<file path="src/rtl/both_edge_event_tx.sv">
// both_edge_event_tx: transmit side of a both-edge signalling link.
//
// Each accepted event toggles a_out_o exactly once. A downstream both-edge
// detector turns every transition into one event pulse. Bursts are buffered
// in a pending counter. Edges are spaced at least MinHold cycles apart so the
// receiver can resolve every edge.
//
// Optional feature (macro BOTH_EDGE_TX_LOOPBACK_EN):
//   Adds an internal both-edge detector on a_out_o, together with two outputs:
//   - tx_echo_o: one-cycle pulse in the cycle after each toggle.
//   - tx_err_o : sticky flag, set when an echo appears without a matching toggle.
//
// Parameters:
//   MaxPend   pending-event capacity (>= 1)
//   MinHold   minimum cycles a_out_o holds a level after a toggle (>= 1)
//   IdleLevel a_out_o value at reset
//
// Ports:
//   clk_i       clock, rising edge
//   rst_ni      asynchronous active-low reset
//   ev_valid_i  event request
//   ev_ready_o  ready to accept an event (registered state only)
//   flush_i     synchronous discard of all pending events
//   a_out_o     edge-encoded line
//   pend_cnt_o  events accepted but not yet transmitted
//   busy_o      events pending or hold in progress
//   tx_echo_o   (loopback only) echo pulse
//   tx_err_o    (loopback only) sticky echo error
module both_edge_event_tx #(
  parameter int unsigned  MaxPend   = 8,
  parameter int unsigned  MinHold   = 2,
  parameter logic         IdleLevel = 1'b0,
  localparam int unsigned PW        = $clog2(MaxPend + 1),
  localparam int unsigned HW        = $clog2(MinHold) + 1
) (
  input  logic          clk_i,
  input  logic          rst_ni,
  input  logic          ev_valid_i,
  output logic          ev_ready_o,
  input  logic          flush_i,
  output logic          a_out_o,
  output logic [PW-1:0] pend_cnt_o,
  output logic          busy_o
`ifdef BOTH_EDGE_TX_LOOPBACK_EN
  ,
  output logic          tx_echo_o,
  output logic          tx_err_o
`endif
);

  localparam logic [PW-1:0] MaxPendW = PW'(MaxPend);
  localparam logic [HW-1:0] HoldInit = HW'(MinHold - 1);

  typedef enum logic [0:0] {StIdle, StHold} state_e;

  state_e        state_q, state_d;
  logic [PW-1:0] pend_cnt_q, pend_cnt_d;
  logic [HW-1:0] hold_cnt_q, hold_cnt_d;
  logic          a_out_q, a_out_d;
  logic          accept;
  logic          toggle;

  // Ready depends only on registered state, so there is no combinational
  // path from ev_valid_i to ev_ready_o.
  always_comb begin
    ev_ready_o = (pend_cnt_q < MaxPendW);
    accept     = ev_valid_i && ev_ready_o;
    toggle     = (hold_cnt_q == '0) && (pend_cnt_q != '0) && !flush_i;
  end

  // Pending counter. Flush wins over an accept in the same cycle. When an
  // accept and a toggle coincide, the count stays unchanged.
  always_comb begin
    pend_cnt_d = pend_cnt_q;
    if (flush_i) begin
      pend_cnt_d = '0;
    end else if (accept && !toggle) begin
      pend_cnt_d = pend_cnt_q + PW'(1);
    end else if (!accept && toggle) begin
      pend_cnt_d = pend_cnt_q - PW'(1);
    end
  end

  // Line FSM. A running hold keeps counting down through a flush, so a level
  // is never held for less than MinHold cycles.
  always_comb begin
    state_d    = state_q;
    hold_cnt_d = hold_cnt_q;
    a_out_d    = a_out_q;
    unique case (state_q)
      StIdle: begin
        if (toggle) begin
          a_out_d = ~a_out_q;
          // With MinHold == 1 the line may toggle again on the next cycle.
          if (MinHold > 1) begin
            hold_cnt_d = HoldInit;
            state_d    = StHold;
          end
        end
      end
      StHold: begin
        hold_cnt_d = hold_cnt_q - HW'(1);
        if (hold_cnt_q == HW'(1)) begin
          state_d = StIdle;
        end
      end
    endcase
  end

  always_ff @(posedge clk_i or negedge rst_ni) begin
    if (!rst_ni) begin
      state_q    <= StIdle;
      pend_cnt_q <= '0;
      hold_cnt_q <= '0;
      a_out_q    <= IdleLevel;
    end else begin
      state_q    <= state_d;
      pend_cnt_q <= pend_cnt_d;
      hold_cnt_q <= hold_cnt_d;
      a_out_q    <= a_out_d;
    end
  end

  always_comb begin
    a_out_o    = a_out_q;
    pend_cnt_o = pend_cnt_q;
    busy_o     = (pend_cnt_q != '0) || (hold_cnt_q != '0);
  end

`ifdef BOTH_EDGE_TX_LOOPBACK_EN
  logic a_dly_q;
  logic toggled_q;
  logic tx_err_q;

  // The detector sees a_out_o one cycle delayed. An echo is therefore high in
  // the cycle right after a toggle edge, while toggled_q still records that
  // toggle.
  always_ff @(posedge clk_i or negedge rst_ni) begin
    if (!rst_ni) begin
      a_dly_q   <= IdleLevel;
      toggled_q <= 1'b0;
      tx_err_q  <= 1'b0;
    end else begin
      a_dly_q   <= a_out_q;
      toggled_q <= toggle;
      tx_err_q  <= tx_err_q | (tx_echo_o & ~toggled_q);
    end
  end

  always_comb begin
    tx_echo_o = a_out_q ^ a_dly_q;
    tx_err_o  = tx_err_q;
  end
`endif

endmodule

</file>
<file path="config.mk">
export PLATFORM = sky130hd
export DESIGN_NAME = both_edge_event_tx
export DESIGN_NICKNAME = d
export VERILOG_FILES = /design/src/rtl/both_edge_event_tx.sv
export SDC_FILE = /design/constraint.sdc
export NUM_CORES = 1
export LEC_CHECK = 0
export ABC_AREA = 1
export BUFFER_PORTS_ARGS = -buffer_cell sky130_fd_sc_hd__buf_2
export CAP_MARGIN = 25
export CORE_AREA = 2 2 39 41
export CTS_BUF_LIST = sky130_fd_sc_hd__clkbuf_4
export CTS_CLUSTER_SIZE = 20
export DETAILED_ROUTE_END_ITERATION = 7
export DIE_AREA = 0 0 41 43
export PLACE_DENSITY = 0.67
export SYNTH_ARGS = -nofsm -noshare
export SYNTH_HDL_FRONTEND = slang
export SYNTH_SLANG_ARGS = --single-unit
</file>
<file path="constraint.sdc">
create_clock -name clk_i -period 2.1 [get_ports clk_i]
set_input_delay 0.315 -clock clk_i [delete_from_list [all_inputs] [get_ports clk_i]]
set_output_delay 0.315 -clock clk_i [all_outputs]
set_load 0.02 [all_outputs]
</file>
==> run summary, run 1 <==
area of the multi-input gates - 311.5 µm²
Most common cell on crit path - inv_1
Die Width - 41 µm
global-route wire length before repair - 1683 µm
Max Buffers Root-to-Sink - 2
worst path cell trace - inv_1 -> ha_1 -> inv_1 -> nor2_4 -> nand2_4 -> nand2_4 -> inv_1 -> fa_1 -> nor2_1 -> nand2_1 -> o21ai_1
Die Footprint - 0.001763 mm²
final wirelength - 968 µm
Placer Congestion - 0.8079
FF+latch area - 200.2 µm²
Initial Util - 39.33%
Fin. Hold Viols - 0
count of cell types in the netlist - 22
CP top delay family - adder cells
dominant cells by area after synthesis - dfrtp_1 37%, nand2_1 10%, ha_1 9.2%
status - complete, no violations
largest incremental delay on the critical path - 0.43 ns
drt drc - 0
Hold Path Class - in2reg
CTS tree - done
maxcap violations - 0
Yosys warnings - 0
Reg clk slew, reported paths - 0.05 ns
Leak - 0.3518 nW
Yosys reg bits - 8
Worst-Margin Slew - 0.2052 ns
Final Setup Violations - 0
Worst EP required - 2.27 ns
H-tree levels - 1
met2 routed WL - 464 µm
DRT iter0 DRCs - 1
Fillers - 150
Crit-path slowest cell - fa_1
Post-DP HPWL - 777.8 µm
CTS sink cnt - 8
wire per inst - 10.30 µm
Achievable Freq - 0.5363 GHz
Routed met1 length - 465 µm
highest routing layer actually used - met4
Clk pwr share - 11.5%
pwr dens - 1452 mW/mm²
Core ar. - 0.001384 mm²
P&R area growth vs syn - 21.15%
sw frac - 47.34%
Switch Pwr - 0.0004534 W
crit path max fanout - 8
Worst setup SP type - register
Slew Limit Headroom - 86.32%
area leader, netlist - dfrtp_1
most frequent cells in the layout - 15 x nand2_1, 10 x buf_2, 9 x inv_1, 8 x dfrtp_1, 4 x nor2_1
Worst Setup End Kind - register
Post-synth ARST share - 100.0%
Die Y - 43 µm
final worst slack - 0.2355 ns
Internal Power - 0.0005042 W
logic gate share of total power - 59.3%
Crit Path Category - reg2reg
Mean Syn Cell Area - 8.504 µm²
clk_skew - 0.002617 ns
TritonCTS Buffers - 3
largest net degree at the start of global routing - 9
antenna violations before repair - 0
vias per cell - 4.713
number of synthesized flops with an enable pin - 0
Final period util - 88.79%
utilization after layout - 47.65%
leading cell type in the layout, fill and taps excluded - nand2_1
Slew Viols, Final - 0
Arr. time, crit path - 2.03 ns
fraction of layout cells with a size suffix above 1 - 34.62%
met3 routed WL - 25 µm
nets - 89
post-placement setup slack - 0.2065 ns
clock root buffer - clkbuf_4
antenna cells - 0
Synth top area share - 36.78%
Tot GR Track Use - 14.08%
Reg power frac - 29.3%
unrepaired setup endpoints after global routing - no
dominant synthesized flop cell - dfrtp_1
cell area after synthesis - 544.3 µm²
io pins - 11
TNS Setup - 0 ns
IO Port Bufs - 10
TritonRoute pass-1 iters - 2
Syn Nets - 73
vias in the first global route - 451
worst vdd ir - 585.1 µV
post-synthesis sequential area ratio - 36.78%
total grt overflow - 0
Buf/Inv on CP - 3
Mapped Cells - 64
postcts setup bufs - 0
DR vias - 443
antenna-violating nets left - 0
hold slack - 0.4319 ns
Rows - 14
min cycle time layout - 1.865 ns
Power, Total - 0.0009576 W
Clock Latency Late Sink - 0.24 ns
worst register-to-register path, stage by stage, from the launching register on:
cell     delay [ns]
dfrtp_1        0.37
inv_1          0.09
ha_1           0.16
inv_1          0.06
nor2_4         0.12
nand2_4        0.08
nand2_4        0.12
inv_1          0.07
fa_1           0.43
nor2_1         0.13
nand2_1        0.08
o21ai_1        0.07
layout make-up:
| class | count | area share (%) |
|---|---|---|
| repair buffers | 11 | 9.108 |
| flip-flops and latches | 8 | 30.36 |
| well taps | 16 | 3.036 |
| multi-input cells | 44 | 47.25 |
| clock buffers | 3 | 3.416 |
| inverters | 12 | 6.831 |
repair_timing:
action | 4_1_cts | 5_1_grt
hold endpoints to repair | 8 | 0
endpoints found under the setup margin | 0 | 1
gates resized for setup | 0 | 1
hold buffers | 1 | 0
Yosys cell counts (2+ instances only):
cell type	instances
dfrtp_1	8
ha_1	4
inv_1	9
inv_2	3
nand2_1	15
nand2_2	2
nand2_4	2
nand3_1	3
nor2_1	4
nor2_2	2
path summary, 6_finish.rpt:
path	start	end	slack [ns]	cells after the start
max in group asynchronous	rst_ni	pend_cnt_o[0]	1.50	2
hold reg to reg	a_out_o	a_out_o	0.46	1
min in group asynchronous	rst_ni	a_out_o	0.44	2
hold / removal	flush_i	pend_cnt_o[2]	0.43	4
setup reg to reg	hold_cnt_q[0]	pend_cnt_o[1]	0.24	11
setup / recovery	hold_cnt_q[0]	pend_cnt_o[1]	0.24	11
kinds of logic after synthesis:
kind of cell,share of synthesized area [%]
buffers and inverters,8.275
AND/OR/NAND/NOR,29.88
adder cells (fa/ha/maj),12.87
flip-flops,36.78
AO/OA/AOI/OAI,8.966
XOR/XNOR,3.219
through the flow:
stage / std cells / area (µm²)
floorplan: 64 / 544.3
global placement: 90 / 614.3
detailed placement: 90 / 614.3
CTS: 94 / 646.9
global route: 94 / 659.4
finish: 94 / 659.4
routing by layer:
layer | up-vias | global-route usage (%)
met1 | 208 | 17.63
met4 | 0 | 8.000
met3 | 2 | 1.571
met5 | - | 0
met2 | 7 | 22.19
li1 | 226 | -
sequential cells by signal (all words and copies together), names as in the netlist:
register and cells:
pend_cnt_o 4, state_q 1, hold_cnt_q 2, a_out_o 1
power groups by stage:
stage | logic [W] | clock network, W | registers (W)
after global routing | 0.000645 | 0.000127 | 0.000290
after floorplan | 0.000388 | 0 | 0.000318
after CTS | 0.000565 | 0.000112 | 0.000278
after global placement | 0.000546 | 0 | 0.000279
after detailed placement | 0.000558 | 0 | 0.000280
final | 0.000568 | 0.000110 | 0.000280
(Power assumes the default switching activity.)
==> run 2: changes to the inputs <==
Settings changed: PLACE_DENSITY 0.67 to 0.64.
==> run 2 against run 1 <==
Compared with the run above: power down 2.2%; flip-flop and latch count unchanged; die area unchanged; combinational power down 3%; fmax down 0.98%; largest power group unchanged; via count down 3.8%; critical path depth up 2; worst hold slack worse by 0.0097 ns; clock skew about the same; sequential power down 1%; count of clock-buffer cells in the layout unchanged; clock power about the same.
==> run summary, run 2 (synthesis gave the netlist of run 1 again) <==
logic gate share of total power - 58.7%
Initial Util - 39.33%
leading cell type in the layout, fill and taps excluded - nand2_1
DRT iter0 DRCs - 2
Achievable Freq - 0.5311 GHz
Die Y - 43 µm
Slew Viols, Final - 0
worst vdd ir - 652.1 µV
Core ar. - 0.001384 mm²
Slew Limit Headroom - 88.51%
Tot GR Track Use - 14.02%
Worst-Margin Slew - 0.1724 ns
drt drc - 0
largest net degree at the start of global routing - 9
Clk pwr share - 11.8%
Power, Total - 0.0009364 W
Max Buffers Root-to-Sink - 2
final wirelength - 901 µm
max reg flops - 4
R2R setup slack - 0.22 ns
Clock Latency Late Sink - 0.25 ns
Reg power frac - 29.5%
unrepaired setup endpoints after global routing - no
post-placement setup slack - 0.1982 ns
min cycle time layout - 1.883 ns
Die Width - 41 µm
crit path max fanout - 8
wire per inst - 9.585 µm
final worst slack - 0.2170 ns
status - complete, no violations
Placer Congestion - 0.7293
Crit Path Category - reg2reg
antenna violations before repair - 0
CTS-repair resized insts - 0
Worst EP required - 2.29 ns
clock root buffer - clkbuf_4
Die Footprint - 0.001763 mm²
Switch Pwr - 0.0004412 W
CTS sink cnt - 8
antenna-violating nets left - 0
sw frac - 47.12%
Arr. time, crit path - 2.07 ns
TNS Setup - 0 ns
TritonCTS Buffers - 3
Worst Setup End Kind - register
utilization after layout - 46.75%
global-route wire length before repair - 1607 µm
design area - 646.9 µm²
antenna cells - 0
Setup crit end - pend_cnt_o[3]
Post-DP HPWL - 775.8 µm
nets - 89
vias in the first global route - 411
most frequent cells in the layout - 15 x nand2_1, 10 x buf_2, 9 x inv_1, 8 x dfrtp_1
TritonRoute pass-1 iters - 2
worst r2r path cells - 13
total grt overflow - 0
Fin. Hold Viols - 0
Fillers - 139
IO Port Bufs - 10
vias per cell - 4.532
pwr dens - 1448 mW/mm²
Worst setup SP type - register
crit path from - hold_cnt_q[0]
H-tree levels - 1
dpl cell area - 614.3 µm²
Reg clk slew, reported paths - 0.05 ns
CTS tree - done
Hold Path Class - in2reg
fraction of layout cells with a size suffix above 1 - 33.33%
Internal Power - 0.0004952 W
Leak - 0.3521 nW
FF-to-FF Start - hold_cnt_q[0]
clk_skew - 0.002734 ns
postcts setup bufs - 0
DR vias - 426
P&R area growth vs syn - 18.85%
worst reg2reg path endpoint - pend_cnt_o[3]
io pins - 11
Final period util - 89.67%
Rows - 14
Final Setup Violations - 0
maxcap violations - 0
-- run 2: worst min path at each step --
stage                     startpoint             to  slack (ns)  depth (start not counted)
after floorplan               rst_ni        a_out_o        0.02                          0
after global placement        rst_ni  hold_cnt_q[0]        0.16                          1
after detailed placement      rst_ni  hold_cnt_q[0]        0.16                          1
after CTS                    flush_i  pend_cnt_o[2]        0.41                          4
after global routing          rst_ni        state_q        0.43                          2
final                        flush_i  pend_cnt_o[2]        0.42                          4
-- run 2: timing repair --
action / CTS / global route
endpoints found under the setup margin: 0 / 0
hold endpoints to repair: 8 / 0
hold buffers: 1 / 0
-- run 2: metrics by stage --
step	cells	hold slack (ns)
after floorplan	64	0.01941
after global placement	90	0.1615
after detailed placement	90	0.1615
after CTS	94	0.4140
after global routing	94	0.4267
final	94	0.4222
-- run 2: critical path, stage by stage, from the launching register on --
cell and delay, ns:
dfrtp_1 0.37, inv_1 0.09, ha_1 0.17, inv_1 0.07
nor2_4 0.12, nand2_4 0.08, nand2_4 0.11, ha_1 0.28
nand2_1 0.08, nand2_1 0.04, nor2_1 0.14, nand3b_1 0.13
nand3_1 0.07, nand2_1 0.07
-- run 2: area by class of cell --
type / instances / area [µm²] / area share, %
repair buffers: 11 / 60.06 / 9.284
well taps: 16 / 20.02 / 3.095
inverters: 12 / 45.04 / 6.963
flip-flops and latches: 8 / 200.2 / 30.95
clock buffers: 3 / 22.52 / 3.482
multi-input cells: 44 / 299.0 / 46.23
-- run 2: power by group through the flow --
| stage | logic (W) | registers (W) | clock network, W |
|---|---|---|---|
| CTS | 0.000563 | 0.000278 | 0.000119 |
| floorplan | 0.000388 | 0.000318 | 0 |
| finish | 0.000550 | 0.000276 | 0.000110 |
| detailed placement | 0.000560 | 0.000280 | 0 |
| global route | 0.000628 | 0.000289 | 0.000132 |
| global placement | 0.000543 | 0.000279 | 0 |
-- run 2: layer usage --
layer	wire, µm	GRT usage (%)
met4	0	6.000
met5	0	0
met2	458	20.94
met1	404	15.72
met3	38	7.853
